==> src/rtl/drd_rr_arb.sv <==
// Round-robin arbiter sharing one DDR read port among NREQ clients, one burst per grant.
// Latency: grant decided 1 cycle after request, m_req registered; cmd/addr and read data pass combinationally.
// Backpressure: clients hold c_req until their last beat; the DDR side paces via m_ack and m_vin.
//
// Ports: clk/rst (sync, active-high), enb (0 forces IDLE).
//   Client side: c_req, c_ack, c_vout, c_dout (32 bits per client), c_vin, c_din (broadcast).
//   DDR side:    m_req, m_ack, m_vout, m_dout, m_vin, m_din.
//   Status:      busy, gnt_id, err.
// Optional feature: define DRD_ARB_TIMEOUT_EN for the data-stall watchdog (err stays 0 otherwise).
module drd_rr_arb #(
  parameter int NREQ   = 4,
  parameter int GW     = 2,
  parameter int TO_CYC = 1023
) (
  input  logic              clk,
  input  logic              rst,
  input  logic              enb,
  input  logic [NREQ-1:0]   c_req,
  output logic [NREQ-1:0]   c_ack,
  input  logic [NREQ-1:0]   c_vout,
  input  logic [NREQ*32-1:0] c_dout,
  output logic [NREQ-1:0]   c_vin,
  output logic [31:0]       c_din,
  output logic              m_req,
  input  logic              m_ack,
  output logic              m_vout,
  output logic [31:0]       m_dout,
  input  logic              m_vin,
  input  logic [31:0]       m_din,
  output logic              busy,
  output logic [GW-1:0]     gnt_id,
  output logic              err
);

  typedef enum logic [1:0] {S_IDLE, S_REQ, S_ADDR, S_DATA} state_t;

  state_t          state_q, state_d;
  logic [GW-1:0]   rr_ptr_q, rr_ptr_d;
  logic [GW-1:0]   gnt_q, gnt_d;
  logic [7:0]      len_m1_q, len_m1_d;
  logic [8:0]      beat_q, beat_d;
  logic            m_req_q, m_req_d;

  logic [GW-1:0]   pick;
  logic            pick_vld;
  logic [GW-1:0]   gnt_nxt;
  logic            sel_req;
  logic            sel_vout;
  logic [31:0]     sel_dout;

  // Signals of the currently granted client.
  always_comb begin
    sel_req  = 1'b0;
    sel_vout = 1'b0;
    sel_dout = '0;
    for (int i = 0; i < NREQ; i++) begin
      if (gnt_q == GW'(i)) begin
        sel_req  = c_req[i];
        sel_vout = c_vout[i];
        sel_dout = c_dout[32*i +: 32];
      end
    end
  end

  // Round-robin pick: lowest requester at or above rr_ptr; failing that,
  // the lowest requester overall (the wrap-around case). Loops run downward
  // so the last hit is the lowest index.
  always_comb begin
    pick     = '0;
    pick_vld = 1'b0;
    for (int i = NREQ-1; i >= 0; i--) begin
      if (c_req[i]) begin
        pick     = GW'(i);
        pick_vld = 1'b1;
      end
    end
    for (int i = NREQ-1; i >= 0; i--) begin
      if (c_req[i] && (GW'(i) >= rr_ptr_q)) begin
        pick = GW'(i);
      end
    end
  end

  assign gnt_nxt = (gnt_q == GW'(NREQ-1)) ? '0 : gnt_q + GW'(1);

`ifdef DRD_ARB_TIMEOUT_EN
  localparam int SW = $clog2(TO_CYC + 1);
  logic [SW-1:0] stall_q, stall_d, stall_inc;
  logic          err_q, err_d;
`else
  logic          unused_to;
  assign unused_to = (TO_CYC != 0);
`endif

  always_comb begin
    state_d  = state_q;
    rr_ptr_d = rr_ptr_q;
    gnt_d    = gnt_q;
    len_m1_d = len_m1_q;
    beat_d   = beat_q;
`ifdef DRD_ARB_TIMEOUT_EN
    stall_d   = '0;
    stall_inc = stall_q + SW'(1);
    err_d     = err_q;
`endif
    case (state_q)
      S_IDLE: begin
        if (enb && pick_vld) begin
          gnt_d   = pick;
          state_d = S_REQ;
        end
      end
      S_REQ: begin
        // m_ack takes priority over a simultaneous request drop.
        if (m_ack) begin
          len_m1_d = m_dout[7:0];
          state_d  = S_ADDR;
        end else if (!sel_req) begin
          state_d = S_IDLE;
        end
      end
      S_ADDR: begin
        beat_d  = '0;
        state_d = S_DATA;
      end
      S_DATA: begin
        if (m_vin) begin
          beat_d = beat_q + 9'd1;
          if (beat_q == {1'b0, len_m1_q}) begin
            state_d  = S_IDLE;
            rr_ptr_d = gnt_nxt;
          end
        end
      end
      default: state_d = S_IDLE;
    endcase
`ifdef DRD_ARB_TIMEOUT_EN
    // Stall watchdog: counts idle cycles while waiting on the DDR side.
    if ((state_q == S_REQ || state_q == S_DATA) && !m_ack && !m_vin) begin
      stall_d = stall_inc;
      if (stall_inc == SW'(TO_CYC)) begin
        stall_d  = '0;
        state_d  = S_IDLE;
        rr_ptr_d = gnt_nxt;
        err_d    = 1'b1;
      end
    end
`endif
    // Disable aborts any activity and leaves the round-robin pointer alone.
    if (!enb) begin
      state_d  = S_IDLE;
      rr_ptr_d = rr_ptr_q;
    end
    m_req_d = (state_d != S_IDLE);
  end

  always_ff @(posedge clk) begin
    if (rst) begin
      state_q  <= S_IDLE;
      rr_ptr_q <= '0;
      gnt_q    <= '0;
      len_m1_q <= '0;
      beat_q   <= '0;
      m_req_q  <= 1'b0;
`ifdef DRD_ARB_TIMEOUT_EN
      stall_q  <= '0;
      err_q    <= 1'b0;
`endif
    end else begin
      state_q  <= state_d;
      rr_ptr_q <= rr_ptr_d;
      gnt_q    <= gnt_d;
      len_m1_q <= len_m1_d;
      beat_q   <= beat_d;
      m_req_q  <= m_req_d;
`ifdef DRD_ARB_TIMEOUT_EN
      stall_q  <= stall_d;
      err_q    <= err_d;
`endif
    end
  end

  always_comb begin
    c_ack = '0;
    c_vin = '0;
    for (int i = 0; i < NREQ; i++) begin
      c_ack[i] = m_ack && (state_q == S_REQ)  && (gnt_q == GW'(i));
      c_vin[i] = m_vin && (state_q == S_DATA) && (gnt_q == GW'(i));
    end
  end

  assign m_vout = sel_vout && ((state_q == S_REQ) || (state_q == S_ADDR));
  assign m_dout = m_vout ? sel_dout : '0;
  assign c_din  = (|c_vin) ? m_din : '0;
  assign m_req  = m_req_q;
  assign busy   = (state_q != S_IDLE);
  assign gnt_id = gnt_q;

`ifdef DRD_ARB_TIMEOUT_EN
  assign err = err_q;
`else
  assign err = 1'b0;
`endif

endmodule

==> config.mk <==
export PLATFORM = sky130hd
export DESIGN_NAME = drd_rr_arb
export DESIGN_NICKNAME = d
export VERILOG_FILES = /design/src/rtl/drd_rr_arb.sv
export SDC_FILE = /design/constraint.sdc
export NUM_CORES = 1
export LEC_CHECK = 0
export ABC_CLOCK_PERIOD_IN_PS = 2800
export BUFFER_PORTS_ARGS = -buffer_cell sky130_fd_sc_hd__buf_2
export CORE_ASPECT_RATIO = 1.5
export CORE_MARGIN = 1
export CORE_UTILIZATION = 28
export CTS_BUF_LIST = sky130_fd_sc_hd__clkbuf_8
export DETAILED_ROUTE_END_ITERATION = 12
export PLACE_DENSITY = 0.61
export SLEW_MARGIN = 40
export SYNTH_ARGS = -nofsm -noshare
export SYNTH_HDL_FRONTEND = slang
export SYNTH_SLANG_ARGS = --single-unit
==> constraint.sdc <==
create_clock -name clk -period 2.8 [get_ports clk]
set_clock_uncertainty 0.05 [all_clocks]
set_input_delay 0.28 -clock clk [delete_from_list [all_inputs] [get_ports clk]]
set_output_delay 0.28 -clock clk [all_outputs]
set_load 0.03 [all_outputs]
# ---- After elaboration in Yosys (flattened, before gate mapping)
# Cells that the tools add are included.
dict set report totals {
  latch_bits 0
  output_inout_bits 78
  ram_bits 0
  memories 0
  romBits 0
  ff_bits 24
  elab_cells 83
}
dict set report classes {
  n_reduce_logical 27
  eq_ne 8
  bitwise_logic 0
  order_cmp 4
  muxes 36
  add_sub_neg 2
  n_shift 0
  n_div 0
  multipliers 0
}
# op n
set op_table {}
lappend op_table {{$mux W32} 6}
lappend op_table {{$mux W2} 15}
lappend op_table {{$pmux W9 S2} 1}
lappend op_table {{$logic_and A1 B1 Y1} 16}
lappend op_table {{$mux W1} 12}
lappend op_table {{$add A9 B1 Y9 const B} 1}
lappend op_table {{$eq A9 B8 Y1} 1}
lappend op_table {{$mux W9} 1}
lappend op_table {{$eq A2 B2 Y1 const B} 4}
lappend op_table {{$pmux W2 S4} 1}
lappend op_table {{$reduce_and A2 Y1} 3}
lappend op_table {{$reduce_bool A2 Y1} 3}
lappend op_table {{$eq A2 B1 Y1 const B} 2}
lappend op_table {{$ge A1 B2 Y1 const A} 2}
lappend op_table {{$ge A2 B2 Y1 const A} 2}
lappend op_table {{$logic_not A2 Y1} 2}
lappend op_table {{$reduce_and A4 Y1} 1}
lappend op_table {{$reduce_or A4 Y1} 1}
lappend op_table {{$add A2 B1 Y2 const B} 1}
lappend op_table {{$ne A2 B2 Y1 const B} 1}
lappend op_table {{$logic_or A1 B1 Y1} 1}

# ---- Depth between registers and ports, before layout
dict set report depth {
  word_depth 10
  ltp_mapped 9
}

# ---- Worst setup path after synthesis
# Ideal clock, no wire load.
dict set report synth_path {
  path_kind {reg-to-output}
  start {register gnt_q[0] (netlist: gnt_id[0])}
  end {output port m_dout[15]}
  path_slack_ns 0.354
  path_stages_with_launch 10
  required_ns 2.470
  arrival_ns 2.116
  path_buffers 3
  path_cell_list {dfxtp_1 -> inv_1 -> ha_1 -> buf_2 -> buf_2 -> buf_1 -> a21oi_1 -> a21oi_1 -> o21ai_0 -> nor2b_1}
}
dict set report synth_between {
  elab_chain_len 7
  elab_cells_between_ends 14
  cone_classes {3 x eq/ne; 9 x mux; 2 x reduce/logical}
}
# element line_no
set synth_rtl {}
lappend synth_rtl {{start, declared} 39} ;# logic [GW-1:0] gnt_q, gnt_d;
lappend synth_rtl {{start signal, assigned} 172} ;# gnt_q <= gnt_d;
lappend synth_rtl {{$logic_not A2 Y1} 57} ;# if (gnt_q == GW'(i)) begin
lappend synth_rtl {{$mux W1 (4 in a row)} 57}
lappend synth_rtl {{$logic_and A1 B1 Y1} 192} ;# assign m_vout = sel_vout && ((state_q == S_REQ) || (state_q == S_ADDR));
lappend synth_rtl {{$mux W32 (*)} 193} ;# assign m_dout = m_vout ? sel_dout : '0;
lappend synth_rtl {{end, declared} 27} ;# output logic [31:0] m_dout,
# Every way passes the cells marked *; elsewhere a longest branch is shown, timed or not.

# ---- Final worst setup path
dict set report layout_path {
  start {register gnt_q[0] (netlist: gnt_id[0])}
  end {output port m_dout[10]}
}
# Same word-level chain as after synthesis.

==> results.py <==
metrics = {
    "run_status": {
        "status": "complete, no violations",
    },
    "worst_setup_path": {
        "reg2regPathDepth": 8,
        "crit_fanout": 42,
        "crit_start": "gnt_id[0]$_SDFFE_PP0P_",
        "crit_path_start_kind": "register",
        "critPathSlowestCell": "buf_4",
        "r2r_end": "len_m1_q[0]$_SDFFE_PP0P_",
        "crit_arrival_ns": 2.24,
        "crit_path_frequent_cell": "a21oi_1",
        "critPathCaptureType": "output port",
        "crit_required_ns": 2.47,
        "ff2ff_setup_slack_ns": 0.83,
        "critical_path_class": "reg -> out",
        "r2r-start": "gnt_id[0]$_SDFFE_PP0P_",
        "slowest_delay_ns": 0.40,
        "worstPathCellList": "inv_1, ha_2, buf_4, a21oi_1, a21oi_1, o21ai_0, nor2b_1, buf_2",
    },
    "clocking": {
        "htree_levels": 1,
        "cts_tree": "built",
        "post-cts-setup-buffers": 0,
        "postCtsHoldBufs": 0,
        "clk_latency_ns": 0.27,
        "cts-root-buf": "clkbuf_8",
        "clock-sinks": 24,
        "max-clock-path-buffers": 2,
        "cts_made_buffers": 3,
        "clk_pin_slew_ns": 0.09,
    },
    "cells_and_area": {
        "diodes": 0,
        "design_area_um2": 4513,
        "layout.nets": 879,
        "fillCellCount": 1105,
        "area_growth_syn_to_layout_pct": 50.61,
        "final_cell_mix": "buf_2, a21oi_1, nand2_1, nand3b_1, and2_1",
        "final_core_util": 0.4404,
        "drive_above_1_share": 0.4173,
        "final_common_cell": "buf_2",
        "finalNonFillerCells": 836,
    },
    "sta": {
        "worst-slew-pin-transition_ns": 0.5343,
        "slew_viol_final": 0,
        "setup_viol": 0,
        "hold_violations": 0,
        "slew_headroom": 0.6430,
        "finalCriticalPeriod_ns": 2.574,
        "tns_ns": 0,
        "hold_slack_ns": 0.3598,
        "post-route-period-util": 0.9194,
        "timing.fmax_ghz": 0.3884,
        "rsz0062_at_grt": "false",
    },
    "placement": {
        "placed_cells": 831,
        "place_congestion": 0.9054,
        "io_buffers": 249,
        "place_area_um2": 4369,
        "hpwl_um": 9766,
    },
    "logic_synthesis": {
        "synth_cells": 468,
        "yosysSeqAreaShare": 0.1603,
        "synth-edff-count": 0,
        "synth_ff_type": "dfxtp_1",
        "synth_largest_area_cell": "dfxtp_1",
        "synth_nets": 651,
        "ys_top_cells_by_area": "dfxtp_1, a21oi_1, nand2_1",
        "synth_top_area_share": 0.1603,
        "syn-cell-area_um2": 2997,
        "synth.avg_cell_area_um2": 6.403,
        "yosysWarnings": 0,
        "ys_async_sr_fraction": 0,
        "synth_cell_types": 46,
        "ys_ff_latch": 24,
    },
    "global_route": {
        "grt_overflow": 0,
        "grt_pass1_vias": 3885,
        "grt_pass1_wl_um": 18110,
        "antenna_found_initial": 0,
        "grt_max_degree": 71,
        "grt_usage": 0.2035,
    },
    "run": {
        "cap_violations": 0,
    },
    "drt": {
        "vias": 4172,
        "drt_wl_total_um": 12180,
        "wl_per_cell_um": 14.57,
        "antenna_left": 0,
        "dr.pass1.iters": 6,
        "drc": 0,
        "drt_iter0_drc": 192,
        "viasPerCell": 4.990,
    },
    "power_and_ir_drop": {
        "vdd_drop_max_v": 0.0001273,
        "cellLeakagePower_uw": 0.002354,
        "powerDensity_nw_per_um2": 263.7,
    },
    "floorplanning": {
        "die_area_um2": 11130,
        "num_io_pins": 251,
        "initial_utilization": 0.2924,
        "rows": 45,
        "die_width_um": 86.47,
        "core-area_um2": 10250,
        "die_height_um": 128.7,
    },
    "worst_hold_path": {
        "hold_path_end": "beat_q[7]$_SDFFE_PP0P_",
        "hold_depth": 2,
        "hold_path.class": "in -> reg",
        "hold_start": "rst",
    },
}
==> repair_timing <==
action                                  in CTS  in global routing
cloned                                       0                  1
resized for setup                            2                  8
endpoints found under the setup margin       1                 33
==> cell type report <==
cell class / count / area (um^2) / share of cell area
Sequential cell: 24 / 483.0 / 0.1070
Timing Repair Buffer: 261 / 1385 / 0.3069
Tap cell: 141 / 176.4 / 0.03909
Multi-Input combinational cell: 386 / 2322 / 0.5146
Inverter: 20 / 75.07 / 0.01663
Clock inverter: 1 / 30.03 / 0.006654
Clock buffer: 3 / 41.29 / 0.009149
==> state kept, by name (all words and copies together), names as in the netlist <==
name      count
beat_q        9
len_m1_q      8
gnt_id        2
rr_ptr_q      2
state_q       2
m_req         1
==> logic make-up (layout without fill, tap and decap cells) <==
kind of cell,Yosys count,in the layout,share of synthesized area
xor gates and xnor gates,8,8,0.02338
other,1,1,0.001251
DFF,24,24,0.1603
muxes,6,6,0.02171
adders and majority gates,10,10,0.04175
AOI/OAI and AO/OA,132,132,0.2585
buffers and inverters,58,285,0.07933
and+or+nand+nor,229,229,0.4138
==> worst max-delay path by stage <==
stage / end / slack, ns / depth (start not counted)
finish: m_dout[10] / 0.23 / 8
global route: m_dout[16] / 0.03 / 10
CTS: m_dout[0] / 0.04 / 9
detailed placement: m_dout[24] / 0.33 / 10
global placement: m_dout[24] / 0.34 / 10
floorplan: m_dout[15] / 0.35 / 9
==> synth_stat cells, types with 4 or more instances <==
cell / instances
ha_1: 10
buf_1: 5
and2_1: 33
nand2_1: 68
a21oi_1: 69
clkbuf_1: 19
and3_2: 4
nand3_1: 5
nand3b_1: 34
o31ai_1: 8
a22oi_1: 9
o21ai_0: 26
buf_2: 13
mux2_2: 4
dfxtp_1: 24
xor2_1: 8
nor2b_1: 28
nor2_1: 33
and3_1: 5
a211o_1: 8
inv_1: 20
==> stage by stage <==
| stage | total power [uW] | worst slack (ns) |
|---|---|---|
| 3_3_place_gp | 868.9 | 0.3402 |
| 2_1_floorplan | 658.6 | 0.3541 |
| 4_1_cts | 1187 | 0.04396 |
| 3_5_place_dp | 878.0 | 0.3262 |
| 5_1_grt | 1273 | 0.02971 |
| 6_report | 1190 | 0.2256 |
==> report_power, final <==
part           leakage, uW  internal, uW  total [uW]  switching, uW
sequential        0.000195           347         352           5.74
combinational      0.00212           242         535            293
clock            0.0000357           191         302            111
total              0.00235           780        1190            410
==> layer usage <==
metal | routed length, um | share of wire | track usage
met2 | 6441 | 0.53 | 0.3861
met4 | 246 | 0.020 | 0.05882
met5 | 0 | 0 | 0
met3 | 536 | 0.044 | 0.01796
met1 | 4958 | 0.41 | 0.2386
==> worst max-delay path, delay by kind of cell (launching register included) <==
| kind | cells | cell delay, ns |
|---|---|---|
| simple gates | 1 | 0.14 |
| compound gates | 3 | 0.49 |
| buf+inv | 3 | 0.67 |
| fa+ha+maj | 1 | 0.29 |
| flops | 1 | 0.36 |
Power figures use the tool's default switching activity.
